$ cat src/rtl/up_controller_seq_pkg.sv
// Shared types and constants for the microprogram sequencer: state encoding,
// instruction classes, fixed datapath op codes and opcode names.
package up_ctrl_pkg;

  typedef enum logic [3:0] {
    ST_BOOT_ADDR = 4'd0,
    ST_BOOT_LOAD = 4'd1,
    ST_FETCH     = 4'd2,
    ST_DECODE    = 4'd3,
    ST_EXEC      = 4'd4,
    ST_INT_PUSH  = 4'd5,
    ST_INT_VEC   = 4'd6,
    ST_HALT      = 4'd7
  } state_e;

  typedef enum logic [3:0] {
    CL_NOP  = 4'd0,
    CL_ALU1 = 4'd1,
    CL_ALU3 = 4'd2,
    CL_BZ   = 4'd3,
    CL_PUSH = 4'd4,
    CL_POP  = 4'd5,
    CL_CLI  = 4'd6,
    CL_STI  = 4'd7,
    CL_HALT = 4'd8
  } iclass_e;

  localparam logic [4:0] OP_BOOT    = 5'b10000;
  localparam logic [4:0] OP_FETCH   = 5'b10100;
  localparam logic [4:0] OP_DECODE  = 5'b10101;
  localparam logic [4:0] OP_SPDEC   = 5'b00111;
  localparam logic [4:0] OP_INTPUSH = 5'b11000;
  localparam logic [4:0] OP_INTVEC  = 5'b11001;

  localparam logic [3:0] OPC_BZ   = 4'h7;
  localparam logic [3:0] OPC_PUSH = 4'h8;
  localparam logic [3:0] OPC_POP  = 4'h9;
  localparam logic [3:0] OPC_CLI  = 4'hA;
  localparam logic [3:0] OPC_STI  = 4'hB;
  localparam logic [3:0] OPC_HALT = 4'hF;

  // Classes whose final step stalls until memory signals completion.
  function automatic logic needs_mem(iclass_e c);
    return (c == CL_PUSH) || (c == CL_POP);
  endfunction

endpackage

$ cat src/rtl/up_controller_seq_if.sv
// Controller <-> datapath bundle: flags/opcode/memory-ready in, ops and strobes out.
interface up_controller_seq_if #(
  parameter int IR_W  = 4,
  parameter int OP_W  = 5,
  parameter int RBS_W = 3
) ();
  logic             irq;
  logic [IR_W-1:0]  ir;
  logic             z;
  logic             mem_rdy;
  logic [OP_W-1:0]  op;
  logic             ir_we;
  logic             pc_we;
  logic             rb_we;
  logic             sp_we;
  logic             mem_we;
  logic             ale;
  logic [RBS_W-1:0] rb_sel;
  logic             int_ack;
  logic             halted;

  modport master (
    input  irq, ir, z, mem_rdy,
    output op, ir_we, pc_we, rb_we, sp_we, mem_we, ale, rb_sel, int_ack, halted
  );

  modport slave (
    output irq, ir, z, mem_rdy,
    input  op, ir_we, pc_we, rb_we, sp_we, mem_we, ale, rb_sel, int_ack, halted
  );
endinterface

$ cat src/rtl/up_controller_seq_decode.sv
// Opcode classifier: maps the instruction register to an execution class,
// the number of EXEC steps, and the 4-bit code used for the datapath op.
module up_ctrl_decode
  import up_ctrl_pkg::*;
#(
  parameter int IR_W = 4
) (
  input  logic [IR_W-1:0] ir,
  output iclass_e         iclass,
  output logic [1:0]      n_steps,
  output logic [3:0]      code
);

  logic [3:0] nib;
  logic       wide;

  assign nib  = ir[3:0];
  assign wide = (32'(ir) > 32'd15);

  always_comb begin
    iclass  = CL_NOP;
    n_steps = 2'd1;
    code    = nib;
    if (wide) begin
      // Opcodes beyond the 4-bit map are plain NOPs with a zero op.
      code = 4'h0;
    end else begin
      case (nib)
        4'h0, 4'h1, 4'h2, 4'h3: iclass = CL_ALU1;
        4'h4, 4'h5, 4'h6: begin
          iclass  = CL_ALU3;
          n_steps = 2'd3;
        end
        OPC_BZ:   iclass = CL_BZ;
        OPC_PUSH: iclass = CL_PUSH;
        OPC_POP: begin
          iclass  = CL_POP;
          n_steps = 2'd3;
        end
        OPC_CLI:  iclass = CL_CLI;
        OPC_STI:  iclass = CL_STI;
        OPC_HALT: iclass = CL_HALT;
        default:  iclass = CL_NOP;
      endcase
    end
  end

endmodule

$ cat src/rtl/up_controller_seq.sv
// Microprogram sequencer: boot-load, fetch/decode/execute with memory wait
// states, Z branch, push/pop, interrupt entry and HALT.
module up_controller_seq
  import up_ctrl_pkg::*;
#(
  parameter int IR_W      = 4,
  parameter int OP_W      = 5,
  parameter int RBS_W     = 3,
  parameter int BOOT_REGS = 3,
  parameter int WAIT_EN   = 1,
  parameter int INT_EN    = 1
) (
  input logic                clk,
  input logic                rst,
  up_controller_seq_if.master bus
);

  localparam bit               WAIT_ON = (WAIT_EN != 0);
  localparam bit               INT_ON  = (INT_EN != 0);
  localparam logic [RBS_W-1:0] SEL_DEF = RBS_W'(4);
  localparam logic [RBS_W-1:0] K_LAST  = RBS_W'(BOOT_REGS);

  state_e           state_q, state_d;
  logic [1:0]       step_q, step_d;
  logic [RBS_W-1:0] boot_k_q, boot_k_d;
  logic             ie_q, ie_d;

  iclass_e          iclass;
  logic [1:0]       n_steps;
  logic [3:0]       code;
  logic             rdy;
  logic             last_step;
  logic             int_go;

  logic [OP_W-1:0]  op_c;
  logic [RBS_W-1:0] sel_c;
  logic             ir_we_c, pc_we_c, rb_we_c, sp_we_c, mem_we_c, ale_c;
  logic             int_ack_c, halted_c;

  up_ctrl_decode #(.IR_W(IR_W)) u_decode (
    .ir      (bus.ir),
    .iclass  (iclass),
    .n_steps (n_steps),
    .code    (code)
  );

  assign rdy       = WAIT_ON ? bus.mem_rdy : 1'b1;
  assign last_step = (step_q == (n_steps - 2'd1));

  always_ff @(posedge clk) begin
    if (rst) begin
      state_q  <= ST_BOOT_ADDR;
      step_q   <= 2'd0;
      boot_k_q <= RBS_W'(1);
      ie_q     <= 1'b1;
    end else begin
      state_q  <= state_d;
      step_q   <= step_d;
      boot_k_q <= boot_k_d;
      ie_q     <= ie_d;
    end
  end

  always_comb begin
    state_d   = state_q;
    step_d    = step_q;
    boot_k_d  = boot_k_q;
    ie_d      = ie_q;
    int_go    = 1'b0;
    op_c      = '0;
    sel_c     = SEL_DEF;
    ir_we_c   = 1'b0;
    pc_we_c   = 1'b0;
    rb_we_c   = 1'b0;
    sp_we_c   = 1'b0;
    mem_we_c  = 1'b0;
    ale_c     = 1'b0;
    int_ack_c = 1'b0;
    halted_c  = 1'b0;

    case (state_q)
      ST_BOOT_ADDR: begin
        op_c     = OP_W'(OP_BOOT);
        ale_c    = 1'b1;
        boot_k_d = RBS_W'(1);
        state_d  = ST_BOOT_LOAD;
      end
      ST_BOOT_LOAD: begin
        op_c    = OP_W'(OP_BOOT) + OP_W'(boot_k_q);
        sel_c   = boot_k_q - RBS_W'(1);
        rb_we_c = rdy;
        ale_c   = (boot_k_q < K_LAST);
        if (rdy) begin
          if (boot_k_q == K_LAST) state_d = ST_FETCH;
          else                    boot_k_d = boot_k_q + RBS_W'(1);
        end
      end
      ST_FETCH: begin
        op_c    = OP_W'(OP_FETCH);
        ale_c   = 1'b1;
        state_d = ST_DECODE;
      end
      ST_DECODE: begin
        op_c    = OP_W'(OP_DECODE);
        ir_we_c = rdy;
        pc_we_c = rdy;
        if (rdy) begin
          step_d  = 2'd0;
          state_d = ST_EXEC;
        end
      end
      ST_EXEC: begin
        op_c = OP_W'(code);
        case (iclass)
          CL_ALU1: rb_we_c = 1'b1;
          CL_ALU3: begin
            rb_we_c = 1'b1;
            sel_c   = RBS_W'(code) + ((step_q == 2'd1) ? RBS_W'(1) : RBS_W'(0));
          end
          CL_BZ:   pc_we_c = bus.z;
          CL_PUSH: begin
            mem_we_c = 1'b1;
            sp_we_c  = rdy;
          end
          CL_POP: begin
            case (step_q)
              2'd0: begin
                op_c    = OP_W'(OP_SPDEC);
                sp_we_c = 1'b1;
              end
              2'd1:    ale_c   = 1'b1;
              default: rb_we_c = rdy;
            endcase
          end
          CL_CLI:  ie_d = 1'b0;
          CL_STI:  ie_d = 1'b1;
          default: ;
        endcase
        // Interrupt sampling uses the post-instruction ie so STI takes effect at once.
        int_go = bus.irq && ie_d && INT_ON;
        if (iclass == CL_HALT) begin
          state_d = ST_HALT;
        end else if (last_step) begin
          if (!needs_mem(iclass) || rdy) state_d = int_go ? ST_INT_PUSH : ST_FETCH;
        end else begin
          step_d = step_q + 2'd1;
        end
      end
      ST_INT_PUSH: begin
        op_c     = OP_W'(OP_INTPUSH);
        mem_we_c = 1'b1;
        sp_we_c  = rdy;
        if (rdy) state_d = ST_INT_VEC;
      end
      ST_INT_VEC: begin
        op_c      = OP_W'(OP_INTVEC);
        pc_we_c   = 1'b1;
        int_ack_c = 1'b1;
        ie_d      = 1'b0;
        state_d   = ST_FETCH;
      end
      ST_HALT: begin
        halted_c = 1'b1;
        if (bus.irq) state_d = (ie_q && INT_ON) ? ST_INT_PUSH : ST_FETCH;
      end
      default: state_d = ST_BOOT_ADDR;
    endcase

    // A reset cycle abandons whatever was in flight without issuing strobes.
    if (rst) begin
      op_c      = '0;
      sel_c     = SEL_DEF;
      ir_we_c   = 1'b0;
      pc_we_c   = 1'b0;
      rb_we_c   = 1'b0;
      sp_we_c   = 1'b0;
      mem_we_c  = 1'b0;
      ale_c     = 1'b0;
      int_ack_c = 1'b0;
      halted_c  = 1'b0;
    end
  end

  assign bus.op      = op_c;
  assign bus.rb_sel  = sel_c;
  assign bus.ir_we   = ir_we_c;
  assign bus.pc_we   = pc_we_c;
  assign bus.rb_we   = rb_we_c;
  assign bus.sp_we   = sp_we_c;
  assign bus.mem_we  = mem_we_c;
  assign bus.ale     = ale_c;
  assign bus.int_ack = int_ack_c;
  assign bus.halted  = halted_c;

endmodule

$ cat src/flat_wrapper.sv
// flat-port wrapper written by rule: the top's interface ports become plain ports
module up_controller_seq_flat import up_ctrl_pkg::*;
#(
  parameter int IR_W      = 4,
  parameter int OP_W      = 5,
  parameter int RBS_W     = 3,
  parameter int BOOT_REGS = 3,
  parameter int WAIT_EN   = 1,
  parameter int INT_EN    = 1
)
  (clk, rst, bus_irq, bus_ir, bus_z, bus_mem_rdy, bus_op, bus_ir_we, bus_pc_we, bus_rb_we, bus_sp_we, bus_mem_we, bus_ale, bus_rb_sel, bus_int_ack, bus_halted);
  up_controller_seq_if #(.IR_W(IR_W), .OP_W(OP_W), .RBS_W(RBS_W)) bus_i ();
  input logic clk;
  input logic rst;
  input wire logic [$bits(bus_i.irq)-1:0] bus_irq;
  input wire logic [$bits(bus_i.ir)-1:0] bus_ir;
  input wire logic [$bits(bus_i.z)-1:0] bus_z;
  input wire logic [$bits(bus_i.mem_rdy)-1:0] bus_mem_rdy;
  output wire logic [$bits(bus_i.op)-1:0] bus_op;
  output wire logic [$bits(bus_i.ir_we)-1:0] bus_ir_we;
  output wire logic [$bits(bus_i.pc_we)-1:0] bus_pc_we;
  output wire logic [$bits(bus_i.rb_we)-1:0] bus_rb_we;
  output wire logic [$bits(bus_i.sp_we)-1:0] bus_sp_we;
  output wire logic [$bits(bus_i.mem_we)-1:0] bus_mem_we;
  output wire logic [$bits(bus_i.ale)-1:0] bus_ale;
  output wire logic [$bits(bus_i.rb_sel)-1:0] bus_rb_sel;
  output wire logic [$bits(bus_i.int_ack)-1:0] bus_int_ack;
  output wire logic [$bits(bus_i.halted)-1:0] bus_halted;
  assign bus_i.irq = bus_irq;
  assign bus_i.ir = bus_ir;
  assign bus_i.z = bus_z;
  assign bus_i.mem_rdy = bus_mem_rdy;
  assign bus_op = bus_i.op;
  assign bus_ir_we = bus_i.ir_we;
  assign bus_pc_we = bus_i.pc_we;
  assign bus_rb_we = bus_i.rb_we;
  assign bus_sp_we = bus_i.sp_we;
  assign bus_mem_we = bus_i.mem_we;
  assign bus_ale = bus_i.ale;
  assign bus_rb_sel = bus_i.rb_sel;
  assign bus_int_ack = bus_i.int_ack;
  assign bus_halted = bus_i.halted;
  up_controller_seq #(.IR_W(IR_W), .OP_W(OP_W), .RBS_W(RBS_W), .BOOT_REGS(BOOT_REGS), .WAIT_EN(WAIT_EN), .INT_EN(INT_EN)) u_core (.clk(clk), .rst(rst), .bus(bus_i));
endmodule
$ cat config.mk
export PLATFORM = sky130hd
export DESIGN_NAME = up_controller_seq_flat
export DESIGN_NICKNAME = d
export VERILOG_FILES = /design/src/rtl/up_controller_seq_pkg.sv /design/src/rtl/up_controller_seq_if.sv /design/src/rtl/up_controller_seq_decode.sv /design/src/rtl/up_controller_seq.sv /design/src/flat_wrapper.sv
export SDC_FILE = /design/constraint.sdc
export NUM_CORES = 1
export LEC_CHECK = 0
export BUFFER_PORTS_ARGS = -buffer_cell sky130_fd_sc_hd__clkbuf_2
export CORE_MARGIN = 4
export CORE_UTILIZATION = 53
export DETAILED_ROUTE_END_ITERATION = 10
export PLACE_DENSITY = 0.81
export SYNTH_ARGS = -nofsm -noshare
export SYNTH_HDL_FRONTEND = slang
export SYNTH_SLANG_ARGS = --single-unit
$ cat constraint.sdc
create_clock -name clk -period 2.3 [get_ports clk]
set_input_delay 0.46 -clock clk [delete_from_list [all_inputs] [get_ports clk]]
set_output_delay 0.46 -clock clk [all_outputs]
set_load 0.02 [all_outputs]
Word-level counts from Yosys, hierarchy flattened
Cells that the tools add are included.

Input bits: 9. Flip-flop bits (word level): 10.

Eq/ne operators: 40. $lt $le $gt $ge: 1. Add/subtract/negate cells: 6. Reduce and logical (&&, ||, !) cells: 19. Multiplexer cells: 55.

Operators by type and width (count): case mux 4 bit (8 select lines) (2); == test 4 x 3 -> 1 bit, second input constant (12); two-way mux 4 bit (9); case mux 5 bit (7 select lines) (1); == test 4 x 2 -> 1 bit, second input constant (6); == test 4 bit, second input constant (6); two-way mux 1 bit (19); two-way mux 3 bit (6); inequality test 2 bit, second input constant (7); case mux 1 bit (2 select lines) (7); == test 4 x 1 -> 1 bit, second input constant (3); case mux 3 bit (2 select lines) (2); two-way mux 5 bit (2); zero test 4 bit (2); two-way mux 2 bit (4); OR reduction 4 bit (2); AND reduction 7 bit (1); inequality test 3 x 1 -> 1 bit, second input constant (2); case mux 1 bit (3 select lines) (2); nonzero test 2 bit (3); OR reduction 2 bit (3); adder 5 x 3 -> 5 bit, first input constant (1); case mux 2 bit (2 select lines) (1); AND reduction 4 bit (1); 16 further kinds (17).

Depth between registers and ports, before layout
Depth after elaboration: 12. Gate-level depth with buffers: 7. Depth with buffers taken out: 7.

Modules after synthesis
From an unflattened synthesis, not the netlist that was laid out.

Cells, all modules: 170. Area total of the unflattened synthesis: 1206.2 µm².

Modules (own cells, without submodules): up_controller_seq (instances 1, cells each 155, sequential area each 180.2 µm², area an instance 1096.1 µm²); up_ctrl_decode (instances 1, cells each 15, sequential area each 0.0 µm², area an instance 110.1 µm²).

Worst setup path after synthesis
No wires, ideal clock.

Path kind: input -> output. Start point: input bus_ir[1]. End point: output bus_sp_we. Path slack: 87 ps. Path buffers: 1. Arrival: 1753 ps. Stages on the path: 6. Cells stage by stage: buf_2 nor3b_1 a21o_1 nand2_1 or3_1 a21oi_1.

Word-level cells in the longest chain between the ends: 7.

Ends and longest elaborated chain: from (decl) (RTL line flat_wrapper.sv:16) `input wire logic [$bits(bus_i.ir)-1:0] bus_ir;`; == test 4 x 1 -> 1 bit (tied with other cells) (RTL line up_controller_seq_decode.sv:28) `case (nib)`; OR reduction 4 bit / OR reduction 3 bit (equally long branches); case mux 4 bit (8 select lines) (*) (RTL line up_controller_seq_decode.sv:28); == test 4 x 3 -> 1 bit (RTL line up_controller_seq.sv:114) `case (iclass)`; case mux 1 bit (2 select lines) (*) (RTL line up_controller_seq.sv:114); case mux 1 bit (2 select lines) (*) (RTL line up_controller_seq.sv:81) `case (state_q)`; two-way mux 1 bit (*) (RTL line up_controller_seq.sv:170) `if (rst) begin`; to (decl) (RTL line flat_wrapper.sv:23) `output wire logic [$bits(bus_i.sp_we)-1:0] bus_sp_we;`.

Mark *: on every way between the ends. The rest lies on a longest branch, timed or not.

Worst setup path in the final report
Start point: register u_core.state_q[0]. End point: output bus_sp_we.

Word-level cells in the longest chain between the ends: 3.

Ends and longest elaborated chain: from (decl) (RTL line up_controller_seq.sv:23) `state_e state_q, state_d;`; from (signal assigned) (RTL line up_controller_seq.sv:57) `state_q <= state_d;`; == test 4 x 3 -> 1 bit (RTL line up_controller_seq.sv:81); case mux 1 bit (2 select lines) (*) (RTL line up_controller_seq.sv:81); two-way mux 1 bit (*) (RTL line up_controller_seq.sv:170).

Marks and branches as above.

==> impl_metrics.py <==
metrics = {
    "outcome": {
        "status": "finished clean",
    },
    "sta": {
        "fin_crit_ns": 2.21,
        "timing.hold.ws_ns": 0.518,
        "hold_violations": 0,
        "rsz0062_at_grt": "no",
        "drv_slew": 0,
        "fmax_ghz": 0.453,
        "tns_ns": 0,
        "fin_skew_ns": 0.00314,
        "fin_crit_sh_pct": 96.1,
        "maxSlewHeadroom_pct": 75.6,
        "setup_viol": 0,
        "tightest_slew_ns": 0.356,
    },
    "cells_and_area": {
        "drive_gt1_share_pct": 26.2,
        "final_cells": 208,
        "layout_common_cells": "24 x clkbuf_2, 21 x nor2_1, 19 x a21oi_1",
        "regArea_um2": 185,
        "nets": 200,
        "synthToLayoutAreaGrowth_pct": 20.1,
        "fillers": 158,
        "multi_input_area_um2": 807,
        "mostFrequentLayoutCell": "clkbuf_2",
        "diodes": 0,
    },
    "cts": {
        "cts_buffers": 3,
        "htreeDepth": 1,
        "root_buffer": "clkbuf_4",
        "clk_pin_slew_worst_paths_ns": 0.07,
        "clkSinkCount": 9,
        "clock_path_buffers": 2,
        "cts_tree": "yes",
        "holdBufCountCts": 0,
        "clk_latency_ns": 0.28,
    },
    "critical_path": {
        "start_kind": "flip-flop",
        "critPathCaptureType": "output pin",
        "crit_type": "reg -> out",
        "crit_path_start": "u_core.state_q[0]$_SDFFE_PP0P_",
        "ff2ff_setup_slack_ns": 0.53,
        "critPathArrivalTime_ns": 1.75,
        "timing.rr.start": "u_core.boot_k_q[0]$_SDFFE_PP1P_",
        "critical_path_peak_fanout": 9,
        "worst_ep_required_time_ns": 1.84,
    },
    "hold_path": {
        "hold_class": "in -> reg",
        "hp-start": "rst",
    },
    "floorplan": {
        "start_util_pct": 58.8,
        "ios": 25,
        "die_y_um": 53.0,
        "core_um2": 1820,
        "die-width_um": 53.0,
        "die_area_um2": 2800,
        "rows": 15,
    },
    "logic_synthesis": {
        "ys_types": 45,
        "synth_edf_count": 0,
        "synthCells": 154,
        "syn_area_per_cell_um2": 6.95,
        "ys_seq_area_share_pct": 16.8,
        "synth_nets": 170,
        "synth_flop_cell": "dfxtp_1",
        "syn_area_um2": 1070,
        "async_reset_ff_share_pct": 0,
        "ys_ff_latch": 9,
        "ys_warn_count": 0,
    },
    "route": {
        "vias": 1267,
        "wl_per_cell_um": 14.6,
        "drc": 0,
        "first_pass_iters": 4,
        "post_drt_via_cell_ratio": 6.09,
        "wl_um": 3040,
        "drt_iter0_drc": 52,
        "drt.antenna.violating_nets": 0,
    },
    "power": {
        "p_int_w": 0.000343,
        "pwr-share-seq_pct": 32.4,
        "powerDensity_nw_per_um2": 463,
        "ir_drop_mv": 0.479,
        "leakage_nw": 0.542,
        "power.switching_w": 0.000252,
        "pwr-share-comb_pct": 45.0,
        "p_clk_share_pct": 22.6,
        "swShare_pct": 42.4,
    },
    "global_routing": {
        "grt_usage_pct": 24.4,
        "grt_pass1_wl_um": 5000,
        "grt_max_degree": 14,
        "globalRouteOverflowTotal": 0,
        "grt_pass1_vias": 1145,
        "antenna_found_initial": 0,
    },
    "placed_design": {
        "dp_hpwl_um": 2350,
        "port_buffers": 24,
        "gp_congestion": 0.917,
        "dp_cells": 204,
    },
    "run": {
        "max-cap-violations": 0,
    },
}
==> synth_stat cells (2+ instances only) <==
library cell,instances,area share (%)
nand4_1,3,1.8
dfxtp_1,9,17
a21oi_1,19,8.9
buf_6,2,2.1
a31oi_1,4,2.3
mux2i_1,2,1.9
or3_1,2,1.2
nor2_1,21,7.4
a21o_1,2,1.4
nand3_1,5,2.3
inv_1,9,3.2
clkbuf_1,4,1.4
o21ai_1,2,0.93
o211ai_1,2,1.4
o21ai_0,7,3.3
nand2_1,12,4.2
and2_1,2,1.2
o22ai_1,2,1.2
nand2b_1,4,2.3
a22oi_1,3,2.1
nand4bb_1,2,2.1
nor3b_1,4,2.8
buf_2,3,1.4
or2_2,2,1.2
ha_1,7,8.2
==> final cells by class <==
class,instances,share of cell area (%)
Multi-Input combinational cell,126,62.7
Inverter,9,2.63
Sequential cell,9,14.4
Tap cell,25,2.43
Clock buffer,4,2.04
Timing Repair Buffer,35,15.8
==> power groups by stage <==
stage / Combinational [W] / Clock (W) / Sequential (W)
floorplan: 0.000195 / 0 / 0.000184
global placement: 0.000253 / 0 / 0.000194
detailed placement: 0.000259 / 0 / 0.000195
CTS: 0.000261 / 0.000134 / 0.000191
global route: 0.000295 / 0.000143 / 0.000195
finish: 0.000268 / 0.000134 / 0.000193
==> worst max-delay path, cell delays in order (launching register included) <==
cell,delay [ns]
dfxtp_1,0.47
buf_4,0.21
a21o_1,0.10
nand2_1,0.06
or3_1,0.30
a21oi_1,0.14
clkbuf_2,0.18
==> metal layers <==
layer	part of all wire [%]	vias up	track usage (%)
li1	-	617	-
met3	9.0	5	3.66
met1	43	572	30.8
met5	0	-	0
met4	1.6	0	10.2
met2	46	73	40.7
==> registers in the layout, summed over array words and instances, names as in the netlist <==
register	count
u_core.state_q	3
u_core.step_q	2
u_core.ie_q	1
u_core.boot_k_q	3
==> final timing paths <==
check	endpoint	cells after the start
worst max-delay path	bus_sp_we	6
worst min-delay path	u_core.state_q[1]$_SDFFE_PP0P_	2
worst max register to register	u_core.state_q[1]$_SDFFE_PP0P_	7
worst min register to register	u_core.boot_k_q[1]$_SDFFE_PP0P_	2
==> repair_timing <==
item                       CTS  global route
buffers inserted             0             0
gates resized for setup      0             5
setup endpoints to repair    0             7
==> stage by stage <==
step	total power (W)	util [%]	instance area, µm²	setup WS (ns)
2_1_floorplan	0.000379	-	1070	0.0873
3_3_place_gp	0.000447	68.4	1240	0.147
3_5_place_dp	0.000454	68.4	1240	0.150
4_1_cts	0.000586	69.8	1270	0.0206
5_1_grt	0.000633	70.7	1290	0.000255
6_report	0.000595	70.7	1290	0.0908
==> cell families (layout without fill, tap and decap cells) <==
group / after synthesis / count (layout) / share of synthesized area, %
AO/OA/AOI/OAI: 53 / 53 / 33.2
XOR/XNOR: 1 / 1 / 0.818
adder cells (fa/ha/maj): 7 / 7 / 8.18
buffers and inverters: 19 / 48 / 8.76
flip-flops: 9 / 9 / 16.8
multiplexers: 3 / 3 / 2.92
AND/OR/NAND/NOR: 62 / 62 / 29.3
Power figures use the tool's default switching activity.
